## config.mk

```make
export PLATFORM = sky130hd
export DESIGN_NAME = pipe_skid_stage
export DESIGN_NICKNAME = d
export VERILOG_FILES = /design/src/rtl/pipe_skid_stage.sv
export SDC_FILE = /design/constraint.sdc
export NUM_CORES = 1
export LEC_CHECK = 0
export ABC_AREA = 1
export ABC_CLOCK_PERIOD_IN_PS = 3600
export CAP_MARGIN = 25
export CORE_ASPECT_RATIO = 0.9
export CORE_MARGIN = 2
export CORE_UTILIZATION = 50
export CTS_BUF_LIST = sky130_fd_sc_hd__clkbuf_8 sky130_fd_sc_hd__clkbuf_16
export DETAILED_ROUTE_END_ITERATION = 7
export PLACE_DENSITY = 0.89
export RECOVER_POWER = 50
export SLEW_MARGIN = 20
export SYNTH_ARGS = -nofsm -noshare
export SYNTH_HDL_FRONTEND = slang
export SYNTH_SLANG_ARGS = --single-unit
```

## constraint.sdc

```tcl
create_clock -name clk -period 3.6 [get_ports clk]
set_clock_uncertainty 0.05 [all_clocks]
set_input_delay 0.9 -clock clk [delete_from_list [all_inputs] [get_ports clk]]
set_output_delay 0.9 -clock clk [all_outputs]
set_load 0.01 [all_outputs]
```

## src/rtl/pipe_skid_stage.sv

```systemverilog
// pipe_skid_stage: two-entry skid buffer between a valid/ready producer and
// consumer. A main entry drives the downstream side; a skid entry absorbs the
// one beat that can arrive while the consumer is not taking data. in_ready is
// derived from registered occupancy only, so no combinational path exists from
// out_ready or stall_i back to the upstream side.
//
// Parameters
//   DATA_W      payload width in bits (1..1024)
//   FLUSH_ZERO  1: flush also clears stored payloads, 0: flush drops valids only
//
// Ports
//   clk        clock, rising edge
//   rst_n      synchronous active-low reset
//   flush_i    drop all held entries and the concurrent upstream beat
//   stall_i    freeze the downstream side (no pop while high)
//   in_valid   upstream beat valid
//   in_ready   stage can accept an upstream beat
//   in_data    upstream payload
//   out_valid  downstream beat valid
//   out_ready  downstream accepts the beat
//   out_data   downstream payload (main entry)
//   occ_o      number of entries held (0, 1, 2)
module pipe_skid_stage #(
    parameter int DATA_W     = 64,
    parameter int FLUSH_ZERO = 1
) (
    input  logic              clk,
    input  logic              rst_n,
    input  logic              flush_i,
    input  logic              stall_i,
    input  logic              in_valid,
    output logic              in_ready,
    input  logic [DATA_W-1:0] in_data,
    output logic              out_valid,
    input  logic              out_ready,
    output logic [DATA_W-1:0] out_data,
    output logic [1:0]        occ_o
);

    typedef enum logic [1:0] {
        EMPTY = 2'd0,
        ONE   = 2'd1,
        FULL  = 2'd2
    } state_t;

    state_t            state;
    state_t            state_next;
    logic [DATA_W-1:0] main_data;
    logic [DATA_W-1:0] skid_data;

    logic push;
    logic pop;
    logic load_main_in;
    logic load_main_skid;
    logic load_skid;

    assign in_ready  = (state != FULL);
    assign out_valid = (state != EMPTY);
    assign out_data  = main_data;
    assign occ_o     = state;

    // Flush suppresses both transfers so a flushed cycle never moves data.
    assign push = in_valid & in_ready & ~flush_i;
    assign pop  = out_valid & out_ready & ~stall_i & ~flush_i;

    always_ff @(posedge clk) begin
        if (!rst_n) begin
            state <= EMPTY;
        end else begin
            state <= state_next;
        end
    end

    always_comb begin
        state_next     = state;
        load_main_in   = 1'b0;
        load_main_skid = 1'b0;
        load_skid      = 1'b0;
        if (flush_i) begin
            state_next = EMPTY;
        end else begin
            case (state)
                EMPTY: begin
                    if (push) begin
                        state_next   = ONE;
                        load_main_in = 1'b1;
                    end
                end
                ONE: begin
                    if (push && !pop) begin
                        state_next = FULL;
                        load_skid  = 1'b1;
                    end else if (pop && !push) begin
                        state_next = EMPTY;
                    end else if (push && pop) begin
                        load_main_in = 1'b1;
                    end
                end
                FULL: begin
                    // in_ready is low here, so only a pop can happen.
                    if (pop) begin
                        state_next     = ONE;
                        load_main_skid = 1'b1;
                    end
                end
                default: begin
                    state_next = EMPTY;
                end
            endcase
        end
    end

    // Payload registers only change on a real load, reset or zeroing flush.
    always_ff @(posedge clk) begin
        if (!rst_n) begin
            main_data <= '0;
            skid_data <= '0;
        end else if (flush_i) begin
            if (FLUSH_ZERO != 0) begin
                main_data <= '0;
                skid_data <= '0;
            end
        end else begin
            if (load_main_in) begin
                main_data <= in_data;
            end else if (load_main_skid) begin
                main_data <= skid_data;
            end
            if (load_skid) begin
                skid_data <= in_data;
            end
        end
    end

endmodule

```

**Word level (Yosys, flattened, before mapping)**

Index checks and enable logic that the tools add are counted.

- Flip-flop bits (word level): 130
- Bits in latches: 0
- Memory bits (writable): 0
- Bits in read-only memories: 0
- Bits of input ports: 70
- Output and inout bits: 68
- Word-level logic and storage cells: 46
- Memories: 0

- $add $sub $neg: 0
- $mul: 0
- Div/mod/pow operators: 0
- $lt $le $gt $ge: 0
- Equal/unequal tests: 6
- Shifts and indexed selects: 0
- Mux-type cells: 19
- Bitwise operators: 8
- Reductions and logical operators: 10

Operators with widths:

| kind | count |
|---|---|
| 64-bit 2-to-1 mux | 2 |
| 1-bit 2-to-1 mux | 11 |
| 2-bit 2-to-1 mux | 4 |
| 2-bit != test (second input constant) | 3 |
| 2-bit case mux with 3 select lines | 1 |
| 1-bit bitwise AND | 5 |
| 2-bit nonzero test | 2 |
| 1-bit logical AND | 3 |
| 3-bit != test (second input constant) | 1 |
| 1-bit NOT | 3 |
| 3-bit AND reduction | 1 |
| 2-bit by 1-bit equality test with 1-bit output (second input constant) | 1 |
| 2-bit equality test (second input constant) | 1 |
| 1-bit logical NOT | 2 |
| 2-bit logical NOT | 1 |
| 1-bit case mux with 2 select lines | 1 |
| 2-bit OR reduction | 1 |

**Depth between registers and ports, before layout**

Gate-level depths: netlist of the first run.

- Word-level depth: 11
- Depth in mapped cells: 15
- Mapped depth without buffers: 13

**Worst setup path after synthesis of the first run**

Ideal clock, no wire load.

- Kind: input to register
- Start: input port in_valid
- End: register main_data[54] (netlist: out_data[54])
- Setup time: 0.066 ns
- Arrival: 2.288 ns
- Data required time: 3.484 ns
- Slack: 1.196 ns
- Cell stages on the path: 15
- Buffers on the path: 2
- Path through: inv_1 > nor2_1 > inv_1 > nor2_1 > ha_1 > inv_1 > nor2_1 > nand2_2 > nand2_4 > buf_8 > buf_6 > nand2_1 > nand2_1 > nand2_1 > a21oi_2

- Cells in the longest elaborated chain, start to end: 9
- Elaborated cells between the ends (all ways): 14
- Those cells by class: mux: 7; bitwise: 2; reduce/logical: 5

Ends and longest elaborated chain:

| what | RTL line | source |
|---|---|---|
| start: declaration | 31 | `input logic in_valid,` |
| 1-bit bitwise AND * (2 in series) | 63 | `assign push = in_valid & in_ready & ~flush_i;` |
| 1-bit logical AND / 1-bit logical NOT (equally long branches) | 95, 93 |  |
| 1-bit 2-to-1 mux / 1-bit logical AND (equally long branches) | 95, 93 |  |
| 1-bit 2-to-1 mux | 93 | `end else if (pop && !push) begin` |
| 1-bit 2-to-1 mux | 90 | `if (push && !pop) begin` |
| 1-bit case mux with 2 select lines * | 82 | `case (state)` |
| 1-bit 2-to-1 mux * | 79 | `if (flush_i) begin` |
| 64-bit 2-to-1 mux / 2-bit nonzero test (equally long branches) | -- |  |
| end signal: assignment | 125 | `main_data <= in_data;` |
| end signal: assignment | 127 | `main_data <= skid_data;` |
| end: declaration | 48 | `logic [DATA_W-1:0] main_data;` |

Mark *: on every way between the ends. The rest lies on a longest branch, timed or not.
A chain may end at the register's enable or synchronous reset.

**Final worst setup path of the first run**

- Start: input port in_valid
- End: register main_data[12] (netlist: out_data[12])

Same word-level chain as after synthesis.

==> key figures, run 1 <==
Global route
  – Overall Global Routing Usage: 25.1%
  – Largest net degree at the start of global routing: 66
  – First-pass GRT wire length: 24700 µm
  – Vias in the first global route: 5191
  – GR Overflow Total: 0
  – Initial antenna violation count: 0

Setup path
  – CP Data Arrival Time: 3470 ps
  – Slowest stage delay, CP: 580 ps
  – Req. time, crit path: 3850 ps
  – Worst Path Max Fanout: 64
  – Sequence of cells on the critical path: clkdlybuf4s50_1, inv_1, nor2_1, inv_1, nor2_1, ha_1, inv_1, nor2_1, nand2_2, nand2_4, buf_4, nand2_1, nand2_1, nand2_1, a21oi_1
  – Setup crit start kind: input pin
  – CP max-delay cell: buf_4
  – CP Class: in -> reg
  – Critical Path Sink Type: flop

Pwr
  – Max rail drop VDD: 0.287 mV
  – P_leak: 3.32 nW
  – Total chip power: 3.32 mW
  – Power density cells: 442 nW/µm²

Place
  – HPWL after DPL: 8930 µm
  – Routability cong.: 0.835
  – IO buf count: 137
  – Placed Instance Area: 6950 µm²
  – Inst Count DP: 1050

Clock tree
  – Total clock sinks: 130
  – CTS tree: yes
  – Clock tree buffer depth: 2
  – Post-cts gate resize count: 0
  – Num CTS Buffers: 17
  – CTS clk-pin slew, worst paths: 50 ps
  – H-tree levels: 4
  – Clk_lat worst skew: 400 ps
  – Post-cts hold buffer count: 0
  – Clk root buf: clkbuf_16
  – Total setup buffers inserted after CTS: 0

Timing
  – Max Fclk: 0.311 GHz
  – Tmin final: 3210 ps
  – Final setup violating endpoints: 0
  – Worst hold slack: 409 ps
  – Final Hold Viols: 0
  – Crit share post-route: 89.3%
  – Slew margin rel.: -1.02%
  – Worst-Margin Slew: 1520 ps
  – Pins over their slew limit: 66
  – RSZ-0062 raised after global routing: false
  – TNS Setup: 0 ps

Job
  – Max_cap viols: 1

Drt
  – DRT iter0 DRCs: 494
  – Count of TritonRoute iterations in the first routing pass: 5
  – DR DRC count: 0
  – Routed Antenna Nets: 0
  – Vias: 5658
  – Total wire length: 15300 µm
  – Drt wl/cell: 14.2 µm
  – Vias per cell: 5.24

Logic synthesis
  – Synthesized Nets: 879
  – Yosys cell types: 23
  – Synthesis-stage register bit count: 130
  – Avg Inst Size Synth: 6.96 µm²
  – Top cells by area, synth: dfxtp_1 (46%), nand2_1 (17%), nor2_1 (9.0%), nand3_1 (5.9%), o21ai_0 (5.7%)
  – Post-synthesis cell area: 5620 µm²
  – FFs w/ async S/R, synth: 0%
  – EDFF count, synth: 0
  – Cell taking the most area after synthesis: dfxtp_1
  – Post-Syn Instances: 807
  – Yosys top cell area share: 46.3%
  – Top FF cell, synth: dfxtp_1
  – Post-synthesis sequential area ratio: 46.3%
  – YS warnings: 0

Final layout
  – Footprint of the multi-input gates: 2640 µm²
  – Layout area overhead: 33.7%
  – Nets: 990
  – Layout cell share with drive strength beyond 1: 7.33%
  – Diode count: 0
  – Design area: 7510 µm²
  – Storage cell area: 2600 µm²
  – Finished Layout Cells: 1080
  – # fillers: 913

Floorplanning
  – Core ar.: 10900 µm²
  – DIE AREA: 12100 µm²
  – Die height: 105 µm
  – Initial Util: 51.5%
  – Top Ports: 138
  – Row cnt: 36
  – Die width: 116 µm

Run status
  – Status: finished with violations
  – Violations in the final reports: max-capacitance violations, max-slew violations

Hold path
  – Hold WC Path Type: reg -> reg
[cell usage in the layout (no fill, tap or decap), drive strengths merged, types with 2 or more instances in the layout]
cell	netlist	final
a21oi	65	65
buf	26	10
clkbuf	32	25
clkdlybuf4s50	0	70
clkinv	0	4
dfxtp	130	130
dlygate4sd3	0	67
ha	2	2
inv	11	12
nand2	269	269
nand3	66	66
nand4	2	2
nor2	138	138
o21ai	64	64
[power by group]
| part | internal [mW] | switching [mW] | total, mW |
|---|---|---|---|
| Combinational | 0.113 | 0.151 | 0.264 |
| Sequential | 1.45 | 0.00633 | 1.46 |
| Clock | 1.02 | 0.578 | 1.60 |
[final timing paths]
| path | slack, ps | from | endpoint | cells past startpoint |
|---|---|---|---|---|
| hold / removal | 410 | out_data[15] | out_data[15] | 2 |
| setup reg to reg | 1010 | occ_o[1] | out_data[41] | 12 |
| hold reg to reg | 410 | out_data[15] | out_data[15] | 2 |
| setup / recovery | 390 | in_valid | out_data[12] | 15 |
[metrics by stage]
step	setup WS, ps	utilization, %
detailed placement	-87.2	63.8
global placement	-9.05	63.8
CTS	324	68.9
finish	387	68.9
global route	165	68.9
floorplan	1200	-
[cells in the mapped netlist (2+ instances only)]
master and count:
a21oi_1 57, a21oi_2 8, buf_2 11, buf_6 12, clkbuf_1 32, dfxtp_1 130
ha_1 2, inv_1 10, nand2_1 255, nand2_2 13, nand3_1 66, nand4_1 2
nor2_1 135, nor2_2 2, o21ai_0 64
[worst max-delay path, delay by kind of cell]
family | cells | cell delay [ps]
compound gates | 1 | 140
fa+ha+maj | 1 | 190
buf+inv | 5 | 1210
simple gates | 8 | 930
[per-layer routing]
layer	GRT usage, %	share of wire [%]
met4	7.74	1.5
met5	0	0
met1	31.8	44
met3	6.96	7.6
met2	41.5	47
[state kept, by name (all words and copies together) (netlist names)]
register   flops
occ_o          2
out_data      64
skid_data     64
[cell families after synthesis]
logic type / share of synthesized area [%]
flip-flops: 46.3
AND/OR/NAND/NOR: 34.5
buffers and inverters: 6.73
AO/OA/AOI/OAI: 12.0
adder cells (fa/ha/maj): 0.445
[final cells by class]
| cell class | count | share of cell area, % |
|---|---|---|
| inverters | 11 | 0.550 |
| clock inverters | 7 | 0.799 |
| flip-flops and latches | 130 | 34.6 |
| clock buffers | 22 | 6.58 |
| well taps | 152 | 2.53 |
| multi-input cells | 608 | 35.2 |
| repair buffers | 150 | 19.7 |
Note: power is estimated with default switching activity, not from simulation.
==> inputs of run 2 (changes only) <==
--- a/config.mk
+++ b/config.mk
@@ -13,7 +13,7 @@
 export CORE_UTILIZATION = 50
 export CTS_BUF_LIST = sky130_fd_sc_hd__clkbuf_8 sky130_fd_sc_hd__clkbuf_16
 export DETAILED_ROUTE_END_ITERATION = 7
-export PLACE_DENSITY = 0.89
+export PLACE_DENSITY = 0.78
 export RECOVER_POWER = 50
 export SLEW_MARGIN = 20
 export SYNTH_ARGS = -nofsm -noshare
==> run 2 against run 1 <==
Effect of this change:
- the flow now finishes without violations
- final area rose by 0.15%
- critical path depth stayed put
- sequential cell count did not move
- register-to-register slack about the same
- fmax up 0.42%
- combinational power increased by 3%
- routed wire length is 0.12% lower
- global-route usage is 1.2 points higher
- non-clock buffer count unchanged
- clock power down 7%
- die area unchanged
- sequential share of layout area fell by 0.052 points
==> key figures, run 2 (synthesis results as in run 1) <==
Place
  – Routability cong.: 0.883
  – Pre-CTS setup slack: -143 ps
  – IO buf count: 137
  – Inst Count DP: 1050
  – HPWL after DPL: 9210 µm

Drt
  – Vias per cell: 5.20
  – DRT iter0 DRCs: 470
  – Top sig layer: met4
  – Vias: 5630
  – Count of TritonRoute iterations in the first routing pass: 5
  – DR DRC count: 0
  – Routed length on met2: 7280 µm
  – Routed Antenna Nets: 0
  – Routed wl met3: 1120 µm
  – Metal-1 WL: 6540 µm
  – Drt wl/cell: 14.1 µm
  – Total wire length: 15300 µm

Setup path
  – Critical Path Sink Type: flop
  – CP Data Arrival Time: 3480 ps
  – CP Class: in -> reg
  – Worst Path Max Fanout: 64
  – Reg2reg start: occ_o[1]
  – Sequence of cells on the critical path: dlygate4sd3_1, inv_1, nor2_1, inv_1, nor2_1, ha_1, inv_1, nor2_1, nand2_2, nand2_4, buf_4, nand2_1, nand2_1, nand2_1, a21oi_1
  – Setup crit start: in_valid
  – Slowest stage delay, CP: 600 ps
  – Req. time, crit path: 3880 ps
  – Setup crit start kind: input pin
  – CP max-delay cell: buf_4

Final layout
  – Nets: 990
  – Finished Layout Cells: 1082
  – Diode count: 0
  – Post-Route Utilization: 69.0%
  – Commonest non-fill, non-tap cell in the layout: nand2_1
  – Layout cell share with drive strength beyond 1: 7.63%
  – Layout area overhead: 33.9%
  – Commonest cells after routing, fill and taps aside: nand2_1 (253), nor2_1 (135), dfxtp_1 (130)

Pwr
  – Switch Pwr: 0.770 mW
  – P_leak: 3.32 nW
  – Max rail drop VDD: 0.297 mV
  – Power density cells: 428 nW/µm²
  – Internal cell power: 2.45 mW
  – Sw frac: 23.9%
  – Comb power frac: 8.4%
  – Flop pwr share: 45.3%
  – Clk pwr share: 46.3%
  – Total chip power: 3.22 mW

Timing
  – Crit share post-route: 88.9%
  – Final Hold Viols: 0
  – Pins over their slew limit: 0
  – TNS Setup: 0 ps
  – Tmin final: 3200 ps
  – Fin worst setup slack: 400 ps
  – Max Fclk: 0.313 GHz
  – Final setup violating endpoints: 0
  – Slew margin rel.: 23.7%
  – RSZ-0062 raised after global routing: false
  – Worst-Margin Slew: 1140 ps

Clock tree
  – H-tree levels: 4
  – CTS tree: yes
  – Num CTS Buffers: 17
  – CTS clk-pin slew, worst paths: 50 ps
  – Clk_lat worst skew: 410 ps
  – Clk root buf: clkbuf_16
  – Post-cts hold buffer count: 0
  – Total setup buffers inserted after CTS: 0
  – Total clock sinks: 130
  – Post-cts gate resize count: 0
  – Clock tree buffer depth: 2

Floorplanning
  – Row cnt: 36
  – Top Ports: 138
  – Die height: 105 µm
  – Core ar.: 10900 µm²
  – Die width: 116 µm
  – Initial Util: 51.5%
  – DIE AREA: 12100 µm²

Global route
  – GR Overflow Total: 0
  – First-pass GRT wire length: 25600 µm
  – Overall Global Routing Usage: 26.3%
  – Vias in the first global route: 5520
  – Largest net degree at the start of global routing: 66
  – Initial antenna violation count: 0

Job
  – Max_cap viols: 0

Hold path
  – Hold_sp: out_data[17]
  – Hold WC Path Type: reg -> reg

Run status
  – Status: completed
## run 2: final timing paths
kind | to | slack, ps | cells past startpoint
max | out_data[4] | 400 | 15
min | out_data[17] | 410 | 2
max reg2reg | out_data[48] | 1010 | 13
min reg2reg | out_data[17] | 410 | 2
## run 2: cell type report
class / count / area (µm²)
clock buffers: 18 / 439
flip-flops and latches: 130 / 2600
clock inverters: 13 / 73.8
well taps: 152 / 190
repair buffers: 150 / 1530
fillers: 934 / 3380
multi-input cells: 608 / 2640
inverters: 11 / 41.3
## run 2: worst max-delay path, delay by kind of cell
family                   cells  cell delay, ps
AO/OA/AOI/OAI                1             140
adder cells (fa/ha/maj)      1             200
buffers and inverters        5            1350
AND/OR/NAND/NOR              8             840
## run 2: power by group through the flow
| stage | clock network [mW] | registers, mW | logic [mW] |
|---|---|---|---|
| global placement | 0 | 1.49 | 0.264 |
| detailed placement | 0 | 1.49 | 0.268 |
| finish | 1.49 | 1.46 | 0.271 |
| global route | 1.58 | 1.46 | 0.297 |
| floorplan | 0 | 1.49 | 0.135 |
| CTS | 1.51 | 1.46 | 0.269 |
## run 2: through the flow
step / hold WS (ps) / instance area [µm²]
after floorplan: 426 / 5620
after global placement: 401 / 6990
after detailed placement: 405 / 6990
after CTS: 413 / 7500
after global routing: 427 / 7520
final: 410 / 7520
## run 2: layer usage
layer	up-vias	track usage [%]
met1	2562	34.1
li1	2806	-
met3	31	6.38
met4	0	13.1
met2	231	40.7
met5	-	0
